`src/rtl/mem_bus_pkg.sv`:
```
// Shared definitions for the Select/Mode memory bus responder.
// Holds the FSM state encoding, the access mode codes and the width of the statistics counters.
package mem_bus_pkg;

   typedef enum logic [1:0] {
      ST_IDLE    = 2'd0,
      ST_WAIT    = 2'd1,
      ST_ACK     = 2'd2,
      ST_RELEASE = 2'd3
   } state_t;

   localparam logic MODE_READ  = 1'b0;
   localparam logic MODE_WRITE = 1'b1;

   localparam int unsigned STAT_W = 16;

endpackage

```
`src/rtl/mem_bus_if.sv`:
```
// Select/Mode memory bus between the opcode executor (master) and the responder (slave).
interface mem_bus_if #(
   parameter int unsigned N = 8,
   parameter int unsigned M = 2
);
   logic         select;
   logic         mode;
   logic [M-1:0] addr;
   logic [N-1:0] data_in;
   logic [N-1:0] data_out;
   logic         ack;
   logic         busy;

   modport master (
      output select, mode, addr, data_in,
      input  data_out, ack, busy
   );

   modport slave (
      input  select, mode, addr, data_in,
      output data_out, ack, busy
   );
endinterface

```
`src/rtl/mem_bus_array.sv`:
```
// 2**M x N register array with synchronous write, registered read port and async clear.
module mem_bus_array #(
   parameter int unsigned N = 8,
   parameter int unsigned M = 2
) (
   input  logic         clk,
   input  logic         rst_n,
   input  logic         wr_en,
   input  logic         rd_en,
   input  logic [M-1:0] addr,
   input  logic [N-1:0] wdata,
   output logic [N-1:0] rdata
);
   localparam int unsigned DEPTH = 1 << M;

   logic [N-1:0] mem_q [DEPTH];

   always_ff @(posedge clk or negedge rst_n) begin
      if (!rst_n) begin
         for (int i = 0; i < DEPTH; i++) mem_q[i] <= '0;
         rdata <= '0;
      end else begin
         if (wr_en) mem_q[addr] <= wdata;
         if (rd_en) rdata <= mem_q[addr];
      end
   end
endmodule

```
`src/rtl/mem_bus_responder.sv`:
```
// Target end of the executor memory bus: one access per Select assertion, WAIT cycles, then Ack.
// Optional MEM_BUS_STATS_EN adds saturating read/write access counters.
module mem_bus_responder
   import mem_bus_pkg::*;
#(
   parameter int unsigned N    = 8,
   parameter int unsigned M    = 2,
   parameter int unsigned WAIT = 1
) (
   input  logic              clk,
   input  logic              rst_n,
   mem_bus_if.slave          bus
`ifdef MEM_BUS_STATS_EN
   ,
   output logic [STAT_W-1:0] read_count,
   output logic [STAT_W-1:0] write_count
`endif
);
   localparam int unsigned CNT_W     = 3;
   localparam int unsigned WAIT_LOAD = (WAIT == 0) ? 0 : WAIT - 1;

   state_t         state_q, state_d;
   logic [CNT_W-1:0] cnt_q, cnt_d;
   logic           mode_q;
   logic [M-1:0]   addr_q;
   logic [N-1:0]   data_q;
   logic           latch_c;
   logic           do_op_c;
   logic           op_mode_c;
   logic [M-1:0]   op_addr_c;
   logic [N-1:0]   op_data_c;
   logic           wr_en_c;
   logic           rd_en_c;

   // With WAIT = 0 the access happens on the accepting edge, so it must use the live bus values.
   assign op_mode_c = (state_q == ST_IDLE) ? bus.mode    : mode_q;
   assign op_addr_c = (state_q == ST_IDLE) ? bus.addr    : addr_q;
   assign op_data_c = (state_q == ST_IDLE) ? bus.data_in : data_q;
   assign wr_en_c   = do_op_c && (op_mode_c == MODE_WRITE);
   assign rd_en_c   = do_op_c && (op_mode_c == MODE_READ);

   always_comb begin
      state_d = state_q;
      cnt_d   = cnt_q;
      latch_c = 1'b0;
      do_op_c = 1'b0;
      case (state_q)
         ST_IDLE: begin
            if (bus.select) begin
               latch_c = 1'b1;
               if (WAIT == 0) begin
                  state_d = ST_ACK;
                  do_op_c = 1'b1;
               end else begin
                  state_d = ST_WAIT;
                  cnt_d   = CNT_W'(WAIT_LOAD);
               end
            end
         end
         ST_WAIT: begin
            cnt_d = cnt_q - CNT_W'(1);
            if (cnt_q == '0) begin
               cnt_d   = '0;
               state_d = ST_ACK;
               do_op_c = 1'b1;
            end
         end
         ST_ACK: begin
            state_d = bus.select ? ST_RELEASE : ST_IDLE;
         end
         ST_RELEASE: begin
            if (!bus.select) state_d = ST_IDLE;
         end
         default: state_d = ST_IDLE;
      endcase
   end

   always_ff @(posedge clk or negedge rst_n) begin
      if (!rst_n) begin
         state_q  <= ST_IDLE;
         cnt_q    <= '0;
         mode_q   <= MODE_READ;
         addr_q   <= '0;
         data_q   <= '0;
         bus.ack  <= 1'b0;
         bus.busy <= 1'b0;
      end else begin
         state_q  <= state_d;
         cnt_q    <= cnt_d;
         bus.ack  <= (state_d == ST_ACK);
         bus.busy <= (state_d != ST_IDLE);
         if (latch_c) begin
            mode_q <= bus.mode;
            addr_q <= bus.addr;
            data_q <= bus.data_in;
         end
      end
   end

   mem_bus_array #(.N(N), .M(M)) u_array (
      .clk   (clk),
      .rst_n (rst_n),
      .wr_en (wr_en_c),
      .rd_en (rd_en_c),
      .addr  (op_addr_c),
      .wdata (op_data_c),
      .rdata (bus.data_out)
   );

`ifdef MEM_BUS_STATS_EN
   // Counters advance on the same edge the access is performed and stick at all-ones.
   always_ff @(posedge clk or negedge rst_n) begin
      if (!rst_n) begin
         read_count  <= '0;
         write_count <= '0;
      end else begin
         if (rd_en_c && (read_count != '1))  read_count  <= read_count + STAT_W'(1);
         if (wr_en_c && (write_count != '1)) write_count <= write_count + STAT_W'(1);
      end
   end
`endif
endmodule

```
`src/flat_wrapper.sv`:
```
// flat-port wrapper written by rule: the top's interface ports become plain ports
module mem_bus_responder_flat import mem_bus_pkg::*;
#(
   parameter int unsigned N    = 8,
   parameter int unsigned M    = 2,
   parameter int unsigned WAIT = 1
)
  (clk, rst_n, bus_select, bus_mode, bus_addr, bus_data_in, bus_data_out, bus_ack, bus_busy);
  mem_bus_if #(.N(N), .M(M)) bus_i ();
  input  logic clk;
  input  logic rst_n;
  input wire logic [$bits(bus_i.select)-1:0] bus_select;
  input wire logic [$bits(bus_i.mode)-1:0] bus_mode;
  input wire logic [$bits(bus_i.addr)-1:0] bus_addr;
  input wire logic [$bits(bus_i.data_in)-1:0] bus_data_in;
  output wire logic [$bits(bus_i.data_out)-1:0] bus_data_out;
  output wire logic [$bits(bus_i.ack)-1:0] bus_ack;
  output wire logic [$bits(bus_i.busy)-1:0] bus_busy;
  assign bus_i.select = bus_select;
  assign bus_i.mode = bus_mode;
  assign bus_i.addr = bus_addr;
  assign bus_i.data_in = bus_data_in;
  assign bus_data_out = bus_i.data_out;
  assign bus_ack = bus_i.ack;
  assign bus_busy = bus_i.busy;
  mem_bus_responder #(.N(N), .M(M), .WAIT(WAIT)) u_core (.clk(clk), .rst_n(rst_n), .bus(bus_i));
endmodule
```
`config.mk`:
```
export PLATFORM = sky130hd
export DESIGN_NAME = mem_bus_responder_flat
export DESIGN_NICKNAME = d
export VERILOG_FILES = /design/src/rtl/mem_bus_pkg.sv /design/src/rtl/mem_bus_if.sv /design/src/rtl/mem_bus_array.sv /design/src/rtl/mem_bus_responder.sv /design/src/flat_wrapper.sv
export SDC_FILE = /design/constraint.sdc
export NUM_CORES = 1
export LEC_CHECK = 0
export CORE_AREA = 4 4 77 72
export DETAILED_ROUTE_END_ITERATION = 12
export DIE_AREA = 0 0 81 76
export GPL_ROUTABILITY_DRIVEN = 0
export HOLD_SLACK_MARGIN = 0.08
export PLACE_DENSITY = 0.76
export RECOVER_POWER = 100
export SLEW_MARGIN = 15
export SYNTH_ARGS = -nofsm -noshare
export SYNTH_HDL_FRONTEND = slang
export SYNTH_SLANG_ARGS = --single-unit
export TNS_END_PERCENT = 1
```
`constraint.sdc`:
```
create_clock -name clk -period 2.6 [get_ports clk]
set_clock_uncertainty 0.2 [all_clocks]
set_input_delay 0.26 -clock clk [delete_from_list [all_inputs] [get_ports clk]]
set_output_delay 0.26 -clock clk [all_outputs]
set_load 0.01 [all_outputs]
```
### After elaboration in Yosys (flattened, before gate mapping)

Cells that the tools add are included.

* mux-type cells: 21
* order comparisons: 2
* eq/ne operators: 5
* $add $sub $neg: 1
* reductions and logical operators: 8
* bitwise operators: 2

Operator list (count)
* 32-bit bitwise mux: 1
* 8-bit two-way mux: 4
* 8-bit binary-select mux with 2-bit select: 1
* 8-bit demux with 2-bit select: 1
* 2-bit two-way mux: 5
* 2-bit case mux with 4 select lines: 1
* 2-bit equality test, second input constant: 3
* 3-bit two-way mux: 2
* 3-bit case mux with 2 select lines: 1
* 1-bit two-way mux: 5
* 2-bit nonzero test: 2
* 3-bit greater-or-equal comparator, second input constant: 1
* 1-bit logical AND: 3
* 3-bit logical NOT: 1
* 3-bit by 1-bit less-than comparator with 1-bit output, second input constant: 1
* 2-bit inverter with 3-bit output: 1
* 3-bit by 1-bit subtractor with 3-bit output, second input constant: 1
* 2-bit by 1-bit equality test with 1-bit output, second input constant: 1
* 2-bit logical NOT: 1
* 2-bit inequality test, second input constant: 1
* 2-bit AND reduction: 1
* 1-bit inverter: 1

* output and inout port bits: 10
* input bits: 14
* bits in registers: 58
* logic and storage cells: 51

### Logic depth before layout (Yosys ltp)

* word-level depth: 8
* mapped depth: 7
* depth with buffers taken out: 4

### Hierarchy

From an unflattened synthesis, not the netlist that was laid out.

* cells, all modules: 176
* area total of the unflattened synthesis: 2673.8 um^2

By module, submodules not included
* mem_bus_array: cells each 114, area an instance 1734.2 um^2, seq. area each 1001.0 um^2, instances 1
* mem_bus_responder: cells each 62, area an instance 939.7 um^2, seq. area each 450.4 um^2, instances 1

### Worst setup path before layout

No wires, ideal clock.

* kind: register to register
* start point: register u_core.state_q[0]
* end point: register u_core.u_array.mem_q[10] in the netlist's numbering
* cell stages (with the launch flop): 7
* slack: 0.530 ns
* required time: 2.273 ns
* buffers on the path: 2
* data arrival time: 1.742 ns
* library setup time: 0.127 ns
* clock period less this slack: 2.070 ns
* cell sequence: dfrtp_1 > buf_6 > or4b_4 > o21ai_4 > and2b_1 > buf_4 > mux2_1

* cells in the longest elaborated chain, start to end: 8
* elaborated cells between the ends (all ways): 14
* those cells by class: order compare: 2; eq/ne: 1; mux: 7; bitwise: 1; reduce/logical: 3

RTL lines
* start: declaration: RTL line mem_bus_responder.sv:22 `state_t state_q, state_d;`
* start signal: assignment: RTL line mem_bus_responder.sv:88 `state_q <= state_d;`
* 2-bit logical NOT: RTL line mem_bus_responder.sv:36, mem_bus_responder.sv:37, mem_bus_responder.sv:38
* 2-bit two-way mux: RTL line mem_bus_responder.sv:37 `assign op_addr_c = (state_q == ST_IDLE) ? bus.addr : addr_q;`
* 2-bit inverter with 3-bit output (not written as such): RTL line mem_bus_array.sv:23 `if (wr_en) mem_q[addr] <= wdata;`
* 3-bit greater-or-equal comparator (not written as such) or 3-bit by 1-bit less-than comparator with 1-bit output (tied branches): RTL line mem_bus_array.sv:23
* 1-bit logical AND (not written as such): RTL line mem_bus_array.sv:23
* 8-bit two-way mux (not written as such): RTL line mem_bus_array.sv:23
* 8-bit demux with 2-bit select: RTL line mem_bus_array.sv:23
* 32-bit bitwise mux: RTL line mem_bus_array.sv:23
* end signal: indexed assignment: RTL line mem_bus_array.sv:23
* end: declaration: RTL line mem_bus_array.sv:16 `logic [N-1:0] mem_q [DEPTH];`

Several ways; a longest one is shown, not always the timed one.
A chain may end at the register's enable or synchronous reset.

### Final worst setup path

* start point: register u_core.state_q[0]
* end point: register u_core.u_array.mem_q[12] in the netlist's numbering

Same word-level chain as after synthesis.

==> out/metrics.csv <==
stage,metric,value,unit
placed_design,detailedPlacementHpwl,3880,um
synth,synth-adder-area-share,0,
placed_design,preCtsSetupSlack,0.0977,ns
die,die_area,6160,sq um
synth,synth_top_area_frac,0.564,
setup_path,crit_arrival,2.39,ns
layout,final_net_count,240,
placed_design,postPlaceCellArea,2920,sq um
layout,fraction_of_layout_cells_with_a_size_suffix_above_1,0.231,
pwr,power_frac_clock,0.185,
setup_path,cp_max_fo,11,
placed_design,port_buffers,23,
synth,synth.lib_cells_used.distinct,32,
timing,endpoints_failing_setup,0,
grt,grt_first_pass_wirelength,9290,um
timing,ratio_of_final_minimum_period_to_clock_period,0.916,
pwr,net-switching-power,1290,uW
cts,cts_buffer_depth,2,
run_status,run_status,"complete, no violations",
synth,yosys-top-cells-count,"dfrtp_1, mux2_2, mux2_1",
cts,clock-root-buffer,clkbuf_8,
synth,synth_ff_type,dfrtp_1,
drt,dr.first_iter.drc_count,60,
die,core_rows,24,
setup_path,timing.critical_path.required,2.61,ns
synth,synthesis.nets,201,
timing,rsz0062_at_grt,false,
timing,fin_hold_ws,0.289,ns
cts,post_cts_resized,0,
synth,synth_area_leader_cell,dfrtp_1,
die,starting_density,0.542,
synth,synth_edf_count,0,
worst_hold_path,hold_path.class,flop to flop,
setup_path,worstSetupEndpointType,flop,
die,chipWidth,81,um
pwr,power.density,1220,nW/um^2
pwr,peak_ir_drop_on_the_vdd_network,0.701,mV
timing,worst_pin_slew,0.800,ns
cts,ctsHtreeMaxLevel,3,
layout,finish.instance_area,3040,sq um
layout,insertedDiodeCount,0,
timing,slew_headroom,0.467,
grt,globalRouteTotalUtil,0.204,
drt,wirelength,5460,um
synth,asyncSetResetFlopFracSynth,1.00,
synth,synth.area.top_cells,"dfrtp_1, mux2_2, mux2_1, a22oi_1, a31oi_1",
drt,first_pass_iters,5,
synth,synth.avg_cell_area,13.8,sq um
timing,finalMaxSlewViolations,0,
pwr,power_switching_share,0.348,
drt,vias,1673,
pwr,power.share.sequential,0.433,
cts,clkTransAtPathRegs,0.06,ns
drt,routed_via_density,5.69,
drt,drc_errors,0,
synth,synth_compound_area_frac,0.104,
drt,drtAntennaViolNets,0,
cts,clkSinkCount,58,
setup_path,worstSetupPathType,flop to flop,
grt,initial_antenna_violation_count,0,
timing,worst_slack,0.217,ns
layout,synthToLayoutAreaGrowth,17.9,%
cts,cts_inserted_buffers,9,
synth,yosys_warnings,0,
timing,timing.final.hold_violations,0,
pwr,internal_power,2410,uW
timing,final.min_clock_period,2.38,ns
die,io_pins,24,
pwr,comb_power_share,0.382,
synth,xor_xnor_share_of_the_synthesized_area,0,
setup_path,reg2reg_slack,0.22,ns
timing,achievable-frequency,420,MHz
synth,synthCells,187,
die,die-height,76,um
run,drv.max_cap_violation_count,0,
cts,post-cts-setup-buffer-count,0,
grt,overflow_after_grt,0,
synth,yosys_reg_bits,58,
synth,muxShareOfSynthArea,0.232,
die,core_region_area,4740,sq um
synth,synth_seq_area_share,0.564,
synth,yosys.cell_count.top_type,dfrtp_1,
grt,grt_start_max_net_pins,24,
grt,vias_in_the_first_global_route,1862,
synth,combinational_family_with_the_most_area_after_synthesis,multiplexers,
drt,avgRoutedWirePerCell,18.6,um
cts,cts_hold_repair.buffers,1,
pwr,static-leakage-power,0.00131,uW
cts,worst_skew_pair.late_latency,0.33,ns
timing,final.setup.tns,0,ns
synth,yosys.area_share.simple,0.0715,
synth,synthesized_cell_area,2570,sq um
setup_path,crit_path_start_kind,flop,
cts,tritoncts,done,
layout,nFillCells,384,
metrics by stage:
stage | power [uW] | instances | util
2_1_floorplan | 2550 | 187 | -
3_3_place_gp | 3010 | 279 | 0.616
3_5_place_dp | 3120 | 279 | 0.616
4_1_cts | 3830 | 294 | 0.651
5_1_grt | 3960 | 294 | 0.640
6_report | 3700 | 294 | 0.640
layout make-up:
cell class	instances	area, sq um	area share
clock inverters	3	17.5	0.00577
clock buffers	11	141	0.0466
repair buffers	38	319	0.105
flip-flops and latches	58	1450	0.478
inverters	1	3.75	0.00124
multi-input cells	118	1020	0.336
well taps	65	81.3	0.0268
registers in the layout (all words and copies together), names as in the netlist:
name,flops
u_core.bus.ack,1
u_core.mode_q,1
u_core.bus.busy,1
u_core.cnt_q,3
u_core.addr_q,2
u_core.data_q,8
u_core.u_array.mem_q,32
u_core.u_array.rdata,8
u_core.state_q,2
critical path, stage by stage, from the launching register on:
cell and delay, ns:
dfrtp_1 0.51, or4b_1 0.59, o21ai_0 0.14, and2b_1 0.45, mux2_1 0.37
layer usage:
layer | routed length, um | track usage
met4 | 121 | 0.105
met2 | 2720 | 0.307
met1 | 2290 | 0.263
met5 | 0 | 0
met3 | 332 | 0.0626
cell families after synthesis:
kind of cell / count (synthesis)
flip-flops: 58
multiplexers: 53
AO/OA/AOI/OAI: 34
AND/OR/NAND/NOR: 31
buffers and inverters: 11
placed cells by master (no fill, tap or decap), types with 2 or more instances in the layout:
cell / instances
nor2_1: 10
a22oi_1: 16
clkdlybuf4s50_1: 12
or4b_1: 2
dlygate4sd3_1: 11
and2b_1: 2
nor3_1: 2
mux2i_1: 2
nand2_1: 4
mux2_2: 27
clkinv_2: 2
clkbuf_8: 10
clkbuf_1: 6
buf_4: 8
a31oi_1: 8
clkbuf_2: 2
nand2b_1: 3
a21o_1: 2
nor2b_1: 3
dfrtp_1: 58
o21ai_0: 2
mux2_1: 24
final timing paths:
path | cells after the start | from | endpoint
max | 4 | u_core.state_q[0]$_DFF_PN0_ | u_core.u_array.mem_q[12]$_DFFE_PN0P_
min | 1 | u_core.u_array.mem_q[1]$_DFFE_PN0P_ | u_core.u_array.mem_q[1]$_DFFE_PN0P_
max reg2reg | 4 | u_core.state_q[0]$_DFF_PN0_ | u_core.u_array.mem_q[12]$_DFFE_PN0P_
min reg2reg | 1 | u_core.u_array.mem_q[1]$_DFFE_PN0P_ | u_core.u_array.mem_q[1]$_DFFE_PN0P_
max in group asynchronous | 3 | rst_n | u_core.u_array.mem_q[4]$_DFFE_PN0P_
min in group asynchronous | 2 | rst_n | u_core.mode_q$_DFFE_PN0P_
power groups by stage:
stage          logic [uW]  clock network, uW  registers, uW
5_1_grt              1560                750           1650
2_1_floorplan        1020                  0           1530
4_1_cts              1520                705           1600
3_5_place_dp         1510                  0           1610
3_3_place_gp         1440                  0           1570
6_report             1410                683           1600
Power figures use the tool's default switching activity.
